## config.mk

```make
export PLATFORM = sky130hd
export DESIGN_NAME = ibis_phase_divider
export DESIGN_NICKNAME = d
export VERILOG_FILES = /design/src/rtl/ibis_phase_divider.sv
export SDC_FILE = /design/constraint.sdc
export NUM_CORES = 1
export LEC_CHECK = 0
export BUFFER_PORTS_ARGS = -buffer_cell sky130_fd_sc_hd__buf_2
export CAP_MARGIN = 0
export CORE_ASPECT_RATIO = 1.2
export CORE_MARGIN = 5
export CORE_UTILIZATION = 30
export CTS_BUF_LIST = sky130_fd_sc_hd__clkbuf_16
export DETAILED_ROUTE_END_ITERATION = 8
export HOLD_SLACK_MARGIN = 0.05
export SLEW_MARGIN = 20
export SYNTH_ARGS = -nofsm -noshare
export SYNTH_HDL_FRONTEND = slang
export SYNTH_SLANG_ARGS = --single-unit
```

## constraint.sdc

```tcl
create_clock -name aclk -period 2.1 [get_ports aclk]
set_input_delay 0.42 -clock aclk [delete_from_list [all_inputs] [get_ports aclk]]
set_output_delay 0.42 -clock aclk [all_outputs]
set_load 0.05 [all_outputs]
```

## src/rtl/ibis_phase_divider.sv

```systemverilog
// Cascaded down-counting phase accumulator with ripple borrow between digits and a
// double-buffered, handshaked period register that takes effect only at reload points.
module ibis_phase_divider #(
  parameter int DIGIT_WIDTH = 4,
  parameter int NUM_DIGITS  = 4,
  localparam int W = DIGIT_WIDTH * NUM_DIGITS
) (
  input  logic                  aclk,
  input  logic                  aresetn,
  input  logic                  enable,
  input  logic                  mode_oneshot,
  input  logic                  phase_reset,
  input  logic                  period_valid,
  output logic                  period_ready,
  input  logic [W-1:0]          period_data,
  output logic [W-1:0]          phase,
  output logic [NUM_DIGITS-1:0] digit_zero,
  output logic                  phase_is_zero,
  output logic                  tick,
  output logic                  running
);

  localparam logic [DIGIT_WIDTH-1:0] DIG_ONE = 1;

  logic [W-1:0] phase_q, phase_d;
  logic [W-1:0] active_q, active_d;
  logic [W-1:0] shadow_q, shadow_d;
  logic         pending_q, pending_d;
  logic         running_q, running_d;
  logic         tick_q, tick_d;

  logic [W-1:0]           dec_phase;
  logic [DIGIT_WIDTH-1:0] dig;
  logic                   borrow;
  logic                   accept, terminal, reload_evt, count_evt;
  logic [W-1:0]           reload_val;

  // Digit k borrows only when every lower digit is zero, which equals phase-1 overall.
  always_comb begin
    dec_phase  = phase_q;
    digit_zero = '0;
    dig        = '0;
    borrow     = 1'b1;
    for (int k = 0; k < NUM_DIGITS; k++) begin
      dig           = phase_q[k*DIGIT_WIDTH +: DIGIT_WIDTH];
      digit_zero[k] = (dig == '0);
      if (borrow) dec_phase[k*DIGIT_WIDTH +: DIGIT_WIDTH] = dig - DIG_ONE;
      borrow = borrow & digit_zero[k];
    end
  end

  assign phase_is_zero = (phase_q == '0);
  assign period_ready  = aresetn & ~pending_q;
  assign phase         = phase_q;
  assign tick          = tick_q;
  assign running       = running_q;

  assign accept     = period_valid & period_ready;
  assign terminal   = enable & running_q & phase_is_zero;
  assign reload_evt = phase_reset | (terminal & ~mode_oneshot);
  assign count_evt  = enable & running_q & ~phase_is_zero;
  // A period arriving on the reload cycle bypasses the shadow register.
  assign reload_val = accept ? period_data : (pending_q ? shadow_q : active_q);

  always_comb begin
    phase_d   = phase_q;
    active_d  = active_q;
    shadow_d  = shadow_q;
    pending_d = pending_q;
    running_d = running_q;
    tick_d    = 1'b0;
    if (reload_evt) begin
      active_d  = reload_val;
      phase_d   = reload_val;
      pending_d = 1'b0;
    end else if (accept) begin
      shadow_d  = period_data;
      pending_d = 1'b1;
    end
    if (phase_reset) begin
      running_d = 1'b1;
    end else if (terminal) begin
      tick_d = 1'b1;
      if (mode_oneshot) running_d = 1'b0;
    end else if (count_evt) begin
      phase_d = dec_phase;
    end
  end

  always_ff @(posedge aclk) begin
    if (!aresetn) begin
      phase_q   <= '0;
      active_q  <= '0;
      shadow_q  <= '0;
      pending_q <= 1'b0;
      running_q <= 1'b0;
      tick_q    <= 1'b0;
    end else begin
      phase_q   <= phase_d;
      active_q  <= active_d;
      shadow_q  <= shadow_d;
      pending_q <= pending_d;
      running_q <= running_d;
      tick_q    <= tick_d;
    end
  end

endmodule
```

==> impl_metrics.env, run 1 <==
export IMPL_status="finished with violations"
export IMPL_violations="setup timing"
export IMPL_reg2reg_to="active_q[10]$_SDFFE_PN0N_"
export IMPL_finalSetupTns_ns=-0.0557
export IMPL_ant_nets=0
export IMPL_critPathBufInv=3
export IMPL_fin_ws_ns=-0.0225
export IMPL_ctsHtreeMaxLevel=2
export IMPL_worstPathMaxFanout=8
export IMPL_yosysWarnings=0
export IMPL_layout_commonest_cell="buf_4"
export IMPL_clockBufferDepth=2
export IMPL_hp_start="period_data[1]"
export IMPL_syn_inst=326
export IMPL_portBuffers=45
export IMPL_crit_arrival_ns=2.34
export IMPL_cts_buffers=5
export IMPL_crit_family="simple AND/OR/NAND/NOR gates"
export IMPL_clock_sink_count=51
export IMPL_area_delta_synth_final_pct=47.4
export IMPL_die_area_sq_mm=0.0111
export IMPL_synth_edf_count=0
export IMPL_layout_common_cells="57 x buf_4, 48 x nand2_1, 43 x dfxtp_1"
export IMPL_setup_violations_final=5
export IMPL_gr_usage_all_layers_pct=14.8
export IMPL_slew_headroom_pct=65.3
export IMPL_viasPerCell=4.99
export IMPL_synth_nets=354
export IMPL_finalCritPeriodShare_pct=101
export IMPL_dr_pass1_iters=4
export IMPL_met1_usage_pct=17.9
export IMPL_required_ns=2.32
export IMPL_grt_first_pass_wirelength_um=13600
export IMPL_r2r_setup_slack_ns=-0.02
export IMPL_hold_viol_final=0
export IMPL_end_kind="flip-flop"
export IMPL_drv_slew=0
export IMPL_postRouteWirelength_um=8400
export IMPL_ys_types=53
export IMPL_min_to="shadow_q[1]$_SDFFE_PN0P_"
export IMPL_power_density_mw_per_mm2=774
export IMPL_fp_dieH_um=115
export IMPL_cap_violations=0
export IMPL_insertedDiodeCount=0
export IMPL_vdd_drop_max_v=0.000293
export IMPL_cp_common_cell="buf_12"
export IMPL_antenna_found_initial=0
export IMPL_leakage_nw=1.78
export IMPL_path_cells="inv_4 -> ha_4 -> or3b_4 -> buf_12 -> nor3_4 -> a21oi_4 -> buf_12 -> or3_1 -> a21oi_1"
export IMPL_nNetsFinal=457
export IMPL_grt_use_met2_pct=26.5
export IMPL_initial_utilization_pct=30.4
export IMPL_dpl_cell_count=511
export IMPL_r2r_start="phase[1]$_SDFF_PN0_"
export IMPL_hold_depth=3
export IMPL_num_vias=2744
export IMPL_holdCritPathClass="input pin to flip-flop"
export IMPL_first_iter_violations=80
export IMPL_cpMaxStageDelayCell="or3b_4"
export IMPL_wl_per_cell_um=15.3
export IMPL_instances_no_fill=550
export IMPL_postSynthAreaPerCell_sq_um=8.39
export IMPL_remaining_drc_errors=0
export IMPL_finalPower_w=0.00312
export IMPL_postCtsHoldBufs=0
export IMPL_critPathLaunchType="flip-flop"
export IMPL_pin_count=46
export IMPL_worst_slew_pin_slew_ns=0.515
export IMPL_clk_pin_slew_worst_paths_ns=0.07
export IMPL_overflow=0
export IMPL_clk_latency_ns=0.29
export IMPL_seq_area_frac_synth_pct=37.3
export IMPL_rsz0062_at_grt="yes"
export IMPL_ff2ff_path_depth=9
export IMPL_max_freq_ghz=0.471
export IMPL_gp_congestion=0.837
export IMPL_grt_busiest_layer="met2"
export IMPL_crit_type="flip-flop to flip-flop"
export IMPL_row_count=38
export IMPL_fin_skew_ns=0.0102
export IMPL_drive_gt1_share_pct=39.5
export IMPL_grt_max_degree=23
export IMPL_met3_usage_pct=2.80
export IMPL_period_minus_slack_ns=2.12
export IMPL_ys_ff_latch=51
export IMPL_max_stage_delay_ns=0.44
export IMPL_fin_util_pct=44.8
export IMPL_core_area_sq_mm=0.00899
export IMPL_die_x_um=97.1
export IMPL_cts_root_buf="clkbuf_16"
export IMPL_place_detailed_hpwl_um=6030
export IMPL_synth_ff_type="dfxtp_1"
export IMPL_async_flop_share_pct=0
export IMPL_grt_pass1_vias=2772
export IMPL_tritoncts="yes"
export IMPL_synth_area_sq_mm=0.00273
Yosys cell counts, types with 2 or more instances:
master	n	area, sq um
dfxtp_1	51	1020
a21oi_1	22	110
or3b_4	4	45.0
inv_1	9	33.8
nor3_1	11	55.1
a211oi_1	5	37.5
o2bb2ai_1	2	17.5
inv_2	2	7.51
mux2_2	4	45.0
clkbuf_1	8	30.0
o21a_1	4	30.0
mux2i_1	31	310
xnor2_1	2	17.5
nand3_1	5	25.0
o21ai_0	20	100
clkinv_2	3	15.0
and2_0	3	18.8
a31oi_1	3	18.8
o31a_1	4	35.0
ha_1	6	75.1
or3_1	2	12.5
nand4_1	3	18.8
nor2_1	35	131
nand2_1	49	184
and3_1	3	18.8
a221o_1	3	30.0
nor2b_1	2	12.5
nand2b_1	2	12.5
buf_2	4	20.0
report_power, final:
part | switching, W | internal [W] | total (W)
logic | 0.000608 | 0.000467 | 0.00108
clock network | 0.000363 | 0.000631 | 0.000994
registers | 0.0000362 | 0.00101 | 0.00105
layout make-up:
cell class | instances | area [sq um]
clock buffers | 6 | 150
flip-flops and latches | 51 | 1050
well taps | 120 | 150
repair buffers | 111 | 835
multi-input cells | 245 | 1690
clock inverters | 2 | 33.8
inverters | 15 | 116
fillers | 871 | 4960
through the flow:
| stage | setup slack [ns] | hold WS (ns) | instance area, sq um |
|---|---|---|---|
| finish | -0.0225 | 0.385 | 4030 |
| global route | -0.0934 | 0.401 | 4030 |
| CTS | -0.00573 | 0.378 | 3800 |
| detailed placement | 0.0503 | 0.448 | 3430 |
| global placement | 0.0575 | 0.440 | 3430 |
| floorplan | -0.0303 | 0.432 | 2840 |
worst max-delay path by stage:
stage	end	cells past startpoint	start
finish	active_q[10]$_SDFFE_PN0N_	9	phase[1]$_SDFF_PN0_
global route	active_q[10]$_SDFFE_PN0N_	9	phase[1]$_SDFF_PN0_
CTS	phase_is_zero	7	phase[13]$_SDFFE_PN0P_
detailed placement	active_q[10]$_SDFFE_PN0N_	8	phase[0]$_SDFF_PN0_
global placement	phase[11]$_SDFFE_PN0P_	9	phase[12]$_SDFFE_PN0P_
floorplan	shadow_q[10]$_SDFFE_PN0P_	9	phase[0]$_SDFF_PN0_
cell families (layout without fill, tap and decap cells):
family,count (synthesis),after routing,share of synthesized area (%)
AO/OA/AOI/OAI,75,75,18.5
AND/OR/NAND/NOR,126,126,22.6
buffers and inverters,30,134,4.85
flip-flops,51,51,37.3
adder cells (fa/ha/maj),6,6,2.75
XOR/XNOR,3,3,0.961
multiplexers,35,35,13.0
state kept, by name, summed over array words and instances (netlist names):
name	cells
active_q	16
pending_q	1
phase	16
running	1
shadow_q	16
tick	1
tightest hold or removal path, stage by stage:
cell,delay [ns]
buf_2,0.09
mux2i_1,0.06
nor2_1,0.07
timing repair:
item | 4_1_cts | 5_1_grt
setup buffers | 16 | 14
pin swaps | 5 | 16
cloned | 0 | 1
resized for setup | 14 | 26
setup endpoints to repair | 1 | 45
layer usage:
layer | vias up | share of wire (%)
met5 | - | 0
met4 | 0 | 1.7
met3 | 12 | 3.9
met2 | 55 | 51
met1 | 1319 | 44
li1 | 1358 | -
(Power assumes the default switching activity.)
==> inputs of run 2 (changes only) <==
Settings changed: CORE_ASPECT_RATIO 1.2 to 1.4, CORE_MARGIN 5 to 2.
==> run 2 against run 1 <==
- the flow still finishes with violations (setup timing)
- combinational power fell by 11%
- die area shrank 11%
- total power down 9.6%
- core utilization fell by 3.0 points
- maximum frequency decreased by 1.2%
- critical endpoint is now phase_is_zero
- highest routed layer unchanged
- clock-buffer cell count is 1 lower
- global-route usage rose by 1.6 points
- setup slack got worse by 0.026 ns
- clock skew decreased by 0.0018 ns
- design area fell by 7.2%
- critical path depth down 2
==> impl_metrics.env, run 2 (synthesis gave the netlist of run 1 again) <==
export IMPL_worstPathMaxFanout=6
export IMPL_num_vias=2663
export IMPL_remaining_drc_errors=0
export IMPL_layout_common_cells="48 x nand2_1, 43 x dfxtp_1, 42 x buf_2"
export IMPL_initial_utilization_pct=30.6
export IMPL_overflow=0
export IMPL_cap_violations=0
export IMPL_finalSetupTns_ns=-0.0483
export IMPL_die_area_sq_mm=0.00990
export IMPL_crit_type="flip-flop to output port"
export IMPL_fin_skew_ns=0.00843
export IMPL_leakage_nw=1.66
export IMPL_clockBufferDepth=2
export IMPL_grt_max_degree=33
export IMPL_end_kind="output port"
export IMPL_clk_latency_ns=0.30
export IMPL_power_density_mw_per_mm2=754
export IMPL_required_ns=1.68
export IMPL_slew_headroom_pct=68.6
export IMPL_ctsHtreeMaxLevel=2
export IMPL_fin_ws_ns=-0.0483
export IMPL_status="finished with violations"
export IMPL_gp_congestion=0.851
export IMPL_nNetsFinal=438
export IMPL_postCtsHoldBufs=0
export IMPL_core_area_sq_mm=0.00893
export IMPL_portBuffers=45
export IMPL_violations="setup timing"
export IMPL_tritoncts="yes"
export IMPL_max_freq_ghz=0.465
export IMPL_grt_first_pass_wirelength_um=12700
export IMPL_period_minus_slack_ns=2.15
export IMPL_final_area_sq_mm=0.00374
export IMPL_row_count=41
export IMPL_crit_arrival_ns=1.73
export IMPL_setup_violations_final=1
export IMPL_clock_sink_count=51
export IMPL_ant_nets=0
export IMPL_fin_util_pct=41.9
export IMPL_first_iter_violations=142
export IMPL_pin_count=46
export IMPL_cts_buffers=5
export IMPL_layout_commonest_cell="nand2_1"
export IMPL_cts_root_buf="clkbuf_16"
export IMPL_finalPower_w=0.00282
export IMPL_hold_viol_final=0
export IMPL_dpl_cell_area_sq_mm=0.00340
export IMPL_die_x_um=84.7
export IMPL_vdd_drop_max_v=0.000547
export IMPL_viasPerCell=5.14
export IMPL_wl_per_cell_um=15.6
export IMPL_dr_pass1_iters=4
export IMPL_clk_pin_slew_worst_paths_ns=0.07
export IMPL_insertedDiodeCount=0
export IMPL_holdCritPathClass="input pin to flip-flop"
export IMPL_drive_gt1_share_pct=33.8
export IMPL_area_delta_synth_final_pct=36.8
export IMPL_place_detailed_hpwl_um=5840
export IMPL_postRouteWirelength_um=8070
export IMPL_worst_slew_pin_slew_ns=0.467
export IMPL_finalCritPeriodShare_pct=102
export IMPL_rsz0062_at_grt="yes"
export IMPL_grt_pass1_vias=2599
export IMPL_drv_slew=0
export IMPL_antenna_found_initial=0
export IMPL_fp_dieH_um=117
export IMPL_gr_usage_all_layers_pct=16.4
export IMPL_fin_hold_ws_ns=0.376
export IMPL_critPathLaunchType="flip-flop"
-- run 2: changes by cell type in the layout (fill, tap and decap cells not counted), sizes merged --
cell,before,now
buf,110,89
clkinv,5,7
bufinv,1,0
clkbuf,7,8
-- run 2: timing repair --
item,CTS,global route
resized for setup,5,11
setup buffers,4,9
hold endpoints to repair,0,0
endpoints found under the setup margin,8,30
pin swaps,0,4
cloned,0,1
-- run 2: final cells by class --
| class | count | area [sq um] |
|---|---|---|
| multi-input cells | 245 | 1640 |
| repair buffers | 92 | 664 |
| well taps | 107 | 134 |
| fillers | 907 | 5190 |
| clock buffers | 5 | 125 |
| inverters | 15 | 111 |
| clock inverters | 3 | 16.3 |
| flip-flops and latches | 51 | 1050 |
-- run 2: final timing paths --
kind / from / to / slack, ns / depth (start not counted)
worst max-delay path: phase[0]$_SDFF_PN0_ / phase_is_zero / -0.05 / 7
worst min-delay path: period_data[5] / shadow_q[5]$_SDFFE_PN0P_ / 0.38 / 3
worst max register to register: phase[0]$_SDFF_PN0_ / active_q[10]$_SDFFE_PN0N_ / 0.05 / 7
worst min register to register: active_q[15]$_SDFFE_PN0N_ / active_q[15]$_SDFFE_PN0N_ / 0.45 / 2
-- run 2: where the power goes --
| group | switching [W] | leakage (nW) | internal (W) |
|---|---|---|---|
| Sequential | 0.0000351 | 0.421 | 0.00101 |
| Combinational | 0.000579 | 1.16 | 0.000383 |
| Clock | 0.000372 | 0.0726 | 0.000436 |
-- run 2: stage by stage --
stage / setup slack, ns / std cells
2_1_floorplan: -0.0303 / 326
3_3_place_gp: -0.125 / 496
3_5_place_dp: -0.118 / 496
4_1_cts: -0.0686 / 508
5_1_grt: -0.102 / 518
6_report: -0.0483 / 518
-- run 2: critical path, cell delays in order, from the launching register on --
cell and delay, ns:
dfxtp_4 0.36, inv_4 0.06, ha_4 0.11, or3b_4 0.45, clkinv_8 0.10, nand4_4 0.12, clkinv_4 0.09, buf_8 0.14
-- run 2: layer usage --
layer	vias up	track usage [%]	wire length [um]
met5	-	0	0
met4	0	5.93	184
met3	11	3.44	373
met2	69	30.1	4220
met1	1261	18.8	3290
li1	1322	-	-
